**src/rtl/piso_nbit_tx.sv**
```systemverilog
// rtl/piso_nbit_tx.sv - parallel-in serial-out transmitter with valid/ready load and frame/done strobes
module piso_nbit_tx #(
  parameter int N         = 4,
  parameter bit MSB_FIRST = 1'b0
) (
  input  logic         clk,
  input  logic         reset_ah_in,
  input  logic [N-1:0] d_in,
  input  logic         load_in,
  output logic         ready_out,
  output logic         q_out,
  output logic         frame_out,
  output logic         done_out
);

  localparam int CW = (N > 2) ? $clog2(N) : 1;
  localparam logic [CW-1:0] LAST_CNT = CW'(N - 1);

  typedef enum logic {IDLE, SHIFT} state_t;

  state_t        state, state_nxt;
  logic [N-1:0]  sreg, sreg_nxt;
  logic [CW-1:0] cnt, cnt_nxt;
  logic [N-1:0]  sreg_shifted;
  logic          last_bit;
  logic          accept;

  // Zero-filled shift in the configured direction so sreg is empty once a word has gone out.
  assign sreg_shifted = MSB_FIRST ? {sreg[N-2:0], 1'b0} : {1'b0, sreg[N-1:1]};

  assign last_bit  = (state == SHIFT) && (cnt == LAST_CNT);
  assign ready_out = (state == IDLE) || last_bit;
  assign accept    = load_in && ready_out;

  assign q_out     = MSB_FIRST ? sreg[N-1] : sreg[0];
  assign frame_out = (state == SHIFT);
  assign done_out  = last_bit;

  // State, shift register and bit counter; reset wins over any load.
  always_ff @(posedge clk) begin
    if (reset_ah_in) begin
      state <= IDLE;
      sreg  <= '0;
      cnt   <= '0;
    end else begin
      state <= state_nxt;
      sreg  <= sreg_nxt;
      cnt   <= cnt_nxt;
    end
  end

  // Next-state logic: accept a word when ready, otherwise shift until the last bit.
  always_comb begin
    state_nxt = state;
    sreg_nxt  = sreg;
    cnt_nxt   = cnt;
    unique case (state)
      IDLE: begin
        if (accept) begin
          state_nxt = SHIFT;
          sreg_nxt  = d_in;
          cnt_nxt   = '0;
        end
      end
      SHIFT: begin
        if (accept) begin
          sreg_nxt = d_in;
          cnt_nxt  = '0;
        end else if (last_bit) begin
          state_nxt = IDLE;
          sreg_nxt  = sreg_shifted;
          cnt_nxt   = '0;
        end else begin
          sreg_nxt = sreg_shifted;
          cnt_nxt  = cnt + CW'(1);
        end
      end
      default: begin
        state_nxt = IDLE;
        sreg_nxt  = '0;
        cnt_nxt   = '0;
      end
    endcase
  end

endmodule

```
**config.mk**
```make
export PLATFORM = sky130hd
export DESIGN_NAME = piso_nbit_tx
export DESIGN_NICKNAME = d
export VERILOG_FILES = /design/src/rtl/piso_nbit_tx.sv
export SDC_FILE = /design/constraint.sdc
export NUM_CORES = 1
export LEC_CHECK = 0
export CAP_MARGIN = 15
export CORE_AREA = 2 2 39 41
export DETAILED_ROUTE_END_ITERATION = 7
export DIE_AREA = 0 0 41 43
export SLEW_MARGIN = 0
export SYNTH_ARGS = -nofsm -noshare
export SYNTH_HDL_FRONTEND = slang
export SYNTH_SLANG_ARGS = --single-unit
export TNS_END_PERCENT = 10
```
**constraint.sdc**
```tcl
create_clock -name clk -period 3 [get_ports clk]
set_clock_uncertainty 0.05 [all_clocks]
set_input_delay 0.6 -clock clk [delete_from_list [all_inputs] [get_ports clk]]
set_output_delay 0.6 -clock clk [all_outputs]
set_load 0.02 [all_outputs]
```
==> results of run 1 <==
area by class of cell:
cell class / instances / area [um^2] / area share
Clock buffer: 4 / 26.3 / 0.0557
Inverter: 1 / 3.75 / 0.00796
Multi-Input combinational cell: 24 / 181 / 0.385
Sequential cell: 7 / 140 / 0.297
Tap cell: 16 / 20.0 / 0.0424
Timing Repair Buffer: 10 / 100 / 0.212
cells in the final DEF (no fill, tap or decap):
cell and count:
sky130_fd_sc_hd__or2_1 1, sky130_fd_sc_hd__nand2b_1 1, sky130_fd_sc_hd__a21oi_1 1, sky130_fd_sc_hd__clkbuf_1 1, sky130_fd_sc_hd__a211oi_1 3, sky130_fd_sc_hd__and2_1 1
sky130_fd_sc_hd__a22oi_1 1, sky130_fd_sc_hd__nor2_2 1, sky130_fd_sc_hd__nand3_1 1, sky130_fd_sc_hd__a21boi_4 1, sky130_fd_sc_hd__ha_1 1, sky130_fd_sc_hd__mux2i_1 4
sky130_fd_sc_hd__nor2_1 6, sky130_fd_sc_hd__o21a_1 1, sky130_fd_sc_hd__dfxtp_1 7, sky130_fd_sc_hd__clkdlybuf4s50_1 10, sky130_fd_sc_hd__mux2_4 1, sky130_fd_sc_hd__inv_1 1
sky130_fd_sc_hd__clkbuf_4 3
registers in the layout, summed over array words and instances, names as in the netlist:
name       count
cnt            2
frame_out      1
sreg           4
power groups by stage:
stage | Sequential, uW | Combinational, uW | Clock (uW)
3_3_place_gp | 106 | 42.4 | 0
3_5_place_dp | 106 | 42.1 | 0
2_1_floorplan | 108 | 22.5 | 0
6_report | 104 | 41.8 | 87.1
4_1_cts | 104 | 42.2 | 90.6
5_1_grt | 105 | 46.2 | 97.6
metrics by stage:
stage	setup WS, ns	area [um^2]	instances
floorplan	1.52	337	33
global placement	0.994	445	58
detailed placement	0.992	445	58
CTS	0.715	472	62
global route	0.618	472	62
finish	0.731	472	62
tightest hold or removal path, stage by stage, from the launching register on:
cell and delay (ns):
sky130_fd_sc_hd__dfxtp_1 0.30, sky130_fd_sc_hd__nor2_1 0.09, sky130_fd_sc_hd__a211oi_1 0.05
kinds of logic after synthesis:
logic type | synth area share
simple gates | 0.156
compound gates | 0.182
mux | 0.164
buf+inv | 0.0446
flops | 0.416
fa+ha+maj | 0.0372
metal layers:
layer / vias up / GRT usage / part of all wire
met3: 0 / 0.0942 / 0.094
met2: 12 / 0.100 / 0.37
met4: 0 / 0.0200 / 0
li1: 141 / - / -
met5: - / 0 / 0
met1: 115 / 0.117 / 0.53
how the worst max path moves through the flow:
| stage | from | end | slack (ns) | depth (start not counted) |
|---|---|---|---|---|
| finish | cnt[0] | ready_out | 0.73 | 3 |
| detailed placement | cnt[0] | ready_out | 0.99 | 3 |
| global placement | load_in | cnt[0] | 0.99 | 4 |
| CTS | cnt[0] | ready_out | 0.71 | 3 |
| global route | cnt[0] | ready_out | 0.62 | 3 |
| floorplan | cnt[0] | ready_out | 1.52 | 2 |
==> impl_summary.log, run 1 <==
[metrics] status: complete, no violations
[metrics] switching power of the nets: between 50 and 60 uW
[metrics] DRT iter0 DRCs: 2
[metrics] final routed wirelength across all metal layers: 563 um
[metrics] DRT Pass-1 Iters: 2
[metrics] area enclosed by the die boundary: between 1500 and 2000 um^2
[metrics] pin count of the biggest net entering global routing: 8
[metrics] wire length of the first global-routing pass: slightly above 1 mm
[metrics] critical-path maximum fanout: 4
[metrics] initial core utilization: 0.243
[metrics] maxcap violations: 0
[metrics] antenna diode count: 0
[metrics] PortBufs: 10
[metrics] R2R Setup Slk: 1.73 ns
[metrics] Syn. warnings: 0
[metrics] number of cells produced by synthesis: 33
[metrics] ordered list of cells on the worst path: ha_1 -> nand2b_1 -> clkdlybuf4s50_1
[metrics] Total GRT Usage: 0.0896
[metrics] Via density: 4.32
[metrics] Crit path arrival time: 1.62 ns
[metrics] total standard cell area after synthesis: 337 um^2
[metrics] Clock Tree Buf Depth: 2
[metrics] CORE AREA: ~1400 um^2
[metrics] library cell with the highest instance count after synthesis: sky130_fd_sc_hd__dfxtp_1
[metrics] crit share post-route: 0.756
[metrics] Max stage delay cell, worst path: sky130_fd_sc_hd__clkdlybuf4s50_1
[metrics] cell family contributing the most delay on the critical path: buffers and inverters
[metrics] final worst hold slack: about 0.45 ns
[metrics] class of the tightest hold or removal check: reg -> reg
[metrics] proportion of layout cells with a drive suffix above 1: 0.130
[metrics] nets in the synthesized netlist: 41
[metrics] async set or reset register ratio after synthesis: 0
[metrics] Vert. Die Dim: 43 um
[metrics] Power per Cell Area: a little under 500 nW/um^2
[metrics] Seq cells post-synth: 7
[metrics] RR Startpoint: cnt[0]
[metrics] clock sink total: 7
[metrics] estimated wirelength of the detail-placed design: roughly 430 um
[metrics] Synth top cells by count: sky130_fd_sc_hd__dfxtp_1 (7), sky130_fd_sc_hd__nor2_1 (6), sky130_fd_sc_hd__mux2i_1 (4)
[metrics] Combinational Power Share: 0.179
[metrics] Critical Path RT: 2.35 ns
[metrics] drc violations: 0
[metrics] buffers inserted by post-CTS timing repair: 0
[metrics] capturing element type of the critical path: primary output
[metrics] area delta synth->final: 40.1%
[metrics] VDD IR-drop max: 235 uV
[metrics] clock tree from TritonCTS: done
[metrics] Clk Tree Root Cell: sky130_fd_sc_hd__clkbuf_4
[metrics] share of synthesized area occupied by flip-flops and latches: 0.416
[metrics] Fmax: between 400 and 500 MHz
[metrics] cell taking the most area after synthesis: sky130_fd_sc_hd__dfxtp_1
[metrics] post-cts gate resize count: 0
[metrics] hold-critical path endpoint: sreg[2]
[metrics] final design utilization: 0.341
[metrics] count of pins on the block boundary: 11
[metrics] clock slew at the register clock pins of the worst setup and hold paths: ~0.05 ns
[metrics] count of flip-flops with a built-in enable after synthesis: 0
[metrics] biggest cell delay along the critical path: between 0.6 and 0.7 ns
[metrics] buffer and inverter count on the worst path: 1
[metrics] Worst setup SP type: register
[metrics] worst slew slack as a fraction of its limit: 0.810
[metrics] design internal power: 174 uW
[metrics] number of distinct library cells after synthesis: 17
[metrics] Placer Congestion: between 0.6 and 0.7
[metrics] flip-flop cell with the highest count after synthesis: sky130_fd_sc_hd__dfxtp_1
[metrics] initial antenna violation count: 0
[metrics] fraction of post-synthesis cell area in the top cell type by area: 0.416
[metrics] count of standard-cell rows: 14
[metrics] mean post-synth cell area: 10.2 um^2
[metrics] WL/cell: slightly above 9 um
[metrics] Hold Path Stages: 2
[metrics] setup TNS: 0 ns
[metrics] CTS buffer count: 3
[metrics] final net count: 55
[metrics] Post-DRT Antenna Nets: 0
[metrics] register share of total power: 0.447
[metrics] hold buffer count at CTS: 0
[metrics] final setup fails: 0
[metrics] Worst R2R Path Depth: 4
[metrics] crit path time final: 2.27 ns
[metrics] top post-synthesis cells by area: sky130_fd_sc_hd__dfxtp_1 (42%), sky130_fd_sc_hd__mux2i_1 (12%), sky130_fd_sc_hd__a211oi_1 (6.7%), sky130_fd_sc_hd__nor2_1 (6.7%), sky130_fd_sc_hd__a21boi_4 (5.6%)
[metrics] leakage power of the design: 0.000192 uW
[metrics] path type of the worst setup path: reg -> out
[metrics] part of the total power dissipated in the clock network: 0.373
[metrics] Congestion Overflow GR: 0
[metrics] number of levels the H-tree was split into: 1
[metrics] clk_lat worst skew: approximately 0.25 ns
[metrics] RSZ-0062 raised after global routing: false
[metrics] slew at the pin closest to its max-slew limit: between 0.2 and 0.3 ns
[metrics] max-slew violations: 0
[metrics] HP Start: sreg[2]
[metrics] Die X-Extent: between 40 and 50 um
[metrics] Worst R2R End: sreg[0]
[metrics] Filler Cell Count: 149
[metrics] number of global-route vias before repair: 242
[metrics] Power Total: between 200 and 250 uW
[metrics] count of vias placed by the detailed router: roughly 270
[metrics] switching power as a share of total power: 0.252
[metrics] final hold violations: 0
Note: power is estimated with default switching activity, not from simulation.
==> inputs of run 2 (changes only) <==
==> constraint.sdc (replaced) <==
create_clock -name clk -period 1.8 [get_ports clk]
set_clock_uncertainty 0.05 [all_clocks]
set_input_delay 0.36 -clock clk [delete_from_list [all_inputs] [get_ports clk]]
set_output_delay 0.36 -clock clk [all_outputs]
set_load 0.02 [all_outputs]
==> run 2 against run 1 <==
Sequential share of layout area decreased by 1.4 points. Worst setup slack got worse by 0.62 ns. Sequential power increased by 67%. Clock-buffer cell count unchanged. Cell area increased by 4.8%. Global-route usage increased by 0.29 points. Core utilization increased by 1.6 points. Register-to-register slack got worse by 1.3 ns. Cell count increased by 4.8%. Total power increased by 66%. Largest cell class unchanged. Largest power group unchanged.
==> impl_summary.log, run 2 (synthesis gave the netlist of run 1 again) <==
[metrics] most frequent cells in the layout: sky130_fd_sc_hd__dfxtp_1 (7), sky130_fd_sc_hd__clkdlybuf4s50_1 (7), sky130_fd_sc_hd__nor2_1 (6) (was sky130_fd_sc_hd__clkdlybuf4s50_1 (10), sky130_fd_sc_hd__dfxtp_1 (7), sky130_fd_sc_hd__nor2_1 (6))
[metrics] Vert. Die Dim: 43 um (unchanged)
[metrics] leakage power of the design: 0.000224 uW (was 0.000192 uW)
[metrics] Via density: 4.43 (was 4.32)
[metrics] number of levels the H-tree was split into: 1 (unchanged)
[metrics] area occupied by multi-input gates: 181 um^2 (unchanged)
[metrics] buffers inserted by post-CTS timing repair: 0 (unchanged)
[metrics] HP Start: sreg[2] (unchanged)
[metrics] proportion of layout cells with a drive suffix above 1: 0.184 (was 0.130)
[metrics] count of vias placed by the detailed router: 288 (was 268)
[metrics] area enclosed by the die boundary: 1760 um^2 (unchanged)
[metrics] Crit path arrival time: 1.28 ns (was 1.62 ns)
[metrics] PortBufs: 10 (unchanged)
[metrics] initial core utilization: 0.243 (unchanged)
[metrics] register share of total power: 0.449 (was 0.447)
[metrics] launching instance or port of the critical path: cnt[0] (unchanged)
[metrics] critical-path maximum fanout: 3 (was 4)
[metrics] class of the tightest hold or removal check: reg -> reg (unchanged)
[metrics] area occupied by registers: 140 um^2 (unchanged)
[metrics] Clock Tree Buf Depth: 2 (unchanged)
[metrics] Filler Cell Count: 153 (was 149)
[metrics] initial antenna violation count: 0 (unchanged)
[metrics] count of pins on the block boundary: 11 (unchanged)
[metrics] clock slew at the register clock pins of the worst setup and hold paths: 0.05 ns (about the same)
[metrics] Die X-Extent: 41 um (unchanged)
[metrics] wire length of the first global-routing pass: 1.06 mm (was 1.01 mm)
[metrics] RSZ-0062 raised after global routing: false (unchanged)
[metrics] RR Startpoint: cnt[0] (unchanged)
[metrics] final routed wirelength across all metal layers: 602 um (was 563 um)
[metrics] slew at the pin closest to its max-slew limit: 0.276 ns (was 0.284 ns)
[metrics] crit path time final: between 1.5 and 2 ns
[metrics] status: complete, no violations (unchanged)
[metrics] design internal power: 293 uW (was 174 uW)
[metrics] antenna diode count: 0 (unchanged)
[metrics] max-slew violations: 0 (unchanged)
[metrics] CORE AREA: 1380 um^2 (unchanged)
[metrics] clock tree from TritonCTS: done (unchanged)
[metrics] VDD IR-drop max: 449 uV (was 235 uV)
[metrics] Fmax: 593 MHz
[metrics] setup TNS: 0 ns (unchanged)
[metrics] DRT Pass-1 Iters: 2 (unchanged)
[metrics] max FFs per register: 4 (unchanged)
[metrics] Total GRT Usage: 0.0926 (was 0.0896)
[metrics] Clk Tree Root Cell: sky130_fd_sc_hd__clkbuf_4 (unchanged)
[metrics] Critical Path RT: 1.39 ns (was 2.35 ns)
[metrics] number of global-route vias before repair: 272 (was 242)
[metrics] final net count: 58 (was 55)
[metrics] maxcap violations: 0 (unchanged)
[metrics] drc violations: 0 (unchanged)
[metrics] Combinational Power Share: 0.187 (was 0.179)
[metrics] worst slew slack as a fraction of its limit: 0.815 (was 0.810)
[metrics] switching power of the nets: 94.7 uW (was 58.7 uW)
[metrics] pin count of the biggest net entering global routing: 8 (unchanged)
[metrics] register ranked first by flip-flop count: sreg (unchanged)
[metrics] number of standard cells in the layout, taps in and fillers out: 65 (was 62)
[metrics] post-cts gate resize count: 2 (was 0)
[metrics] crit share post-route: 0.936
[metrics] area delta synth->final: 46.8% (was 40.1%)
[metrics] Worst setup SP type: register (unchanged)
[metrics] hold buffer count at CTS: 0 (unchanged)
[metrics] path type of the worst setup path: reg -> out (unchanged)
[metrics] Inst Count DP: 61 (was 58)
[metrics] final setup fails: 0 (unchanged)
[metrics] Congestion Overflow GR: 0 (unchanged)
[metrics] CTS buffer count: 3 (unchanged)
[metrics] final hold violations: 0 (unchanged)
[metrics] part of the total power dissipated in the clock network: 0.364 (was 0.373)
[metrics] switching power as a share of total power: 0.244 (was 0.252)
[metrics] DRT iter0 DRCs: 5 (was 2)
[metrics] capturing element type of the critical path: primary output (unchanged)
[metrics] count of standard-cell rows: 14 (unchanged)
[metrics] clock sink total: 7 (unchanged)
[metrics] clk_lat worst skew: 0.25 ns (about the same)
[metrics] Post-DRT Antenna Nets: 0 (unchanged)
[metrics] WL/cell: 9.26 um (was 9.08 um)
[metrics] Placer Congestion: 0.665 (was 0.614)
[metrics] Power per Cell Area: 784 nW/um^2 (was 494 nW/um^2)
run 2: layer usage:
| metal | vias up | share of wire | routed length, um | global-route usage |
|---|---|---|---|---|
| met5 | - | 0 | 0 | 0 |
| met4 | 0 | 0 | 0 | 0.0400 |
| met3 | 0 | 0.091 | 55 | 0.0785 |
| met2 | 11 | 0.41 | 245 | 0.122 |
| met1 | 126 | 0.50 | 301 | 0.104 |
| li1 | 151 | - | - | - |
run 2: area by class of cell:
type / instances / share of cell area
multi-input combinational: 24 / 0.367
timing repair buffer: 13 / 0.248
inverter: 1 / 0.00759
clock buffer: 4 / 0.0532
tap: 16 / 0.0405
sequential: 7 / 0.284
run 2: final timing paths:
check / end / slack, ns / depth (start not counted)
max: ready_out / 0.11 / 3
min: sreg[2] / 0.45 / 2
max reg2reg: sreg[0] / 0.43 / 5
min reg2reg: sreg[2] / 0.45 / 2
run 2: power by group through the flow:
stage	Combinational [uW]	Clock, uW	Sequential, uW
2_1_floorplan	37.6	0	180
3_3_place_gp	74.1	0	177
3_5_place_dp	74.5	0	177
4_1_cts	73.9	150	174
5_1_grt	79.8	155	176
6_report	72.6	141	174
run 2: critical path, cell delays in order (launching register included):
cell and delay (ns):
sky130_fd_sc_hd__dfxtp_1 0.32, sky130_fd_sc_hd__ha_1 0.22, sky130_fd_sc_hd__nand2b_1 0.16, sky130_fd_sc_hd__dlygate4sd2_1 0.32
run 2: per-stage QoR:
| stage | power (uW) | cell area [um^2] | setup slack [ns] | hold WS (ns) | utilization |
|---|---|---|---|---|---|
| finish | 387 | 494 | 0.115 | 0.450 | 0.357 |
| global route | 410 | 494 | 0.0559 | 0.481 | 0.357 |
| CTS | 398 | 492 | 0.0546 | 0.454 | 0.355 |
| detailed placement | 252 | 468 | 0.121 | 0.448 | 0.338 |
| global placement | 251 | 468 | 0.124 | 0.443 | 0.338 |
| floorplan | 218 | 337 | 0.490 | 0.376 | - |
==> inputs of run 3 (changes only) <==
--- a/config.mk
+++ b/config.mk
@@ -13,4 +13,3 @@
 export SYNTH_ARGS = -nofsm -noshare
 export SYNTH_HDL_FRONTEND = slang
 export SYNTH_SLANG_ARGS = --single-unit
-export TNS_END_PERCENT = 10
==> results of run 3 <==
Final layout, timing and power as in run 2 (identical DEF).
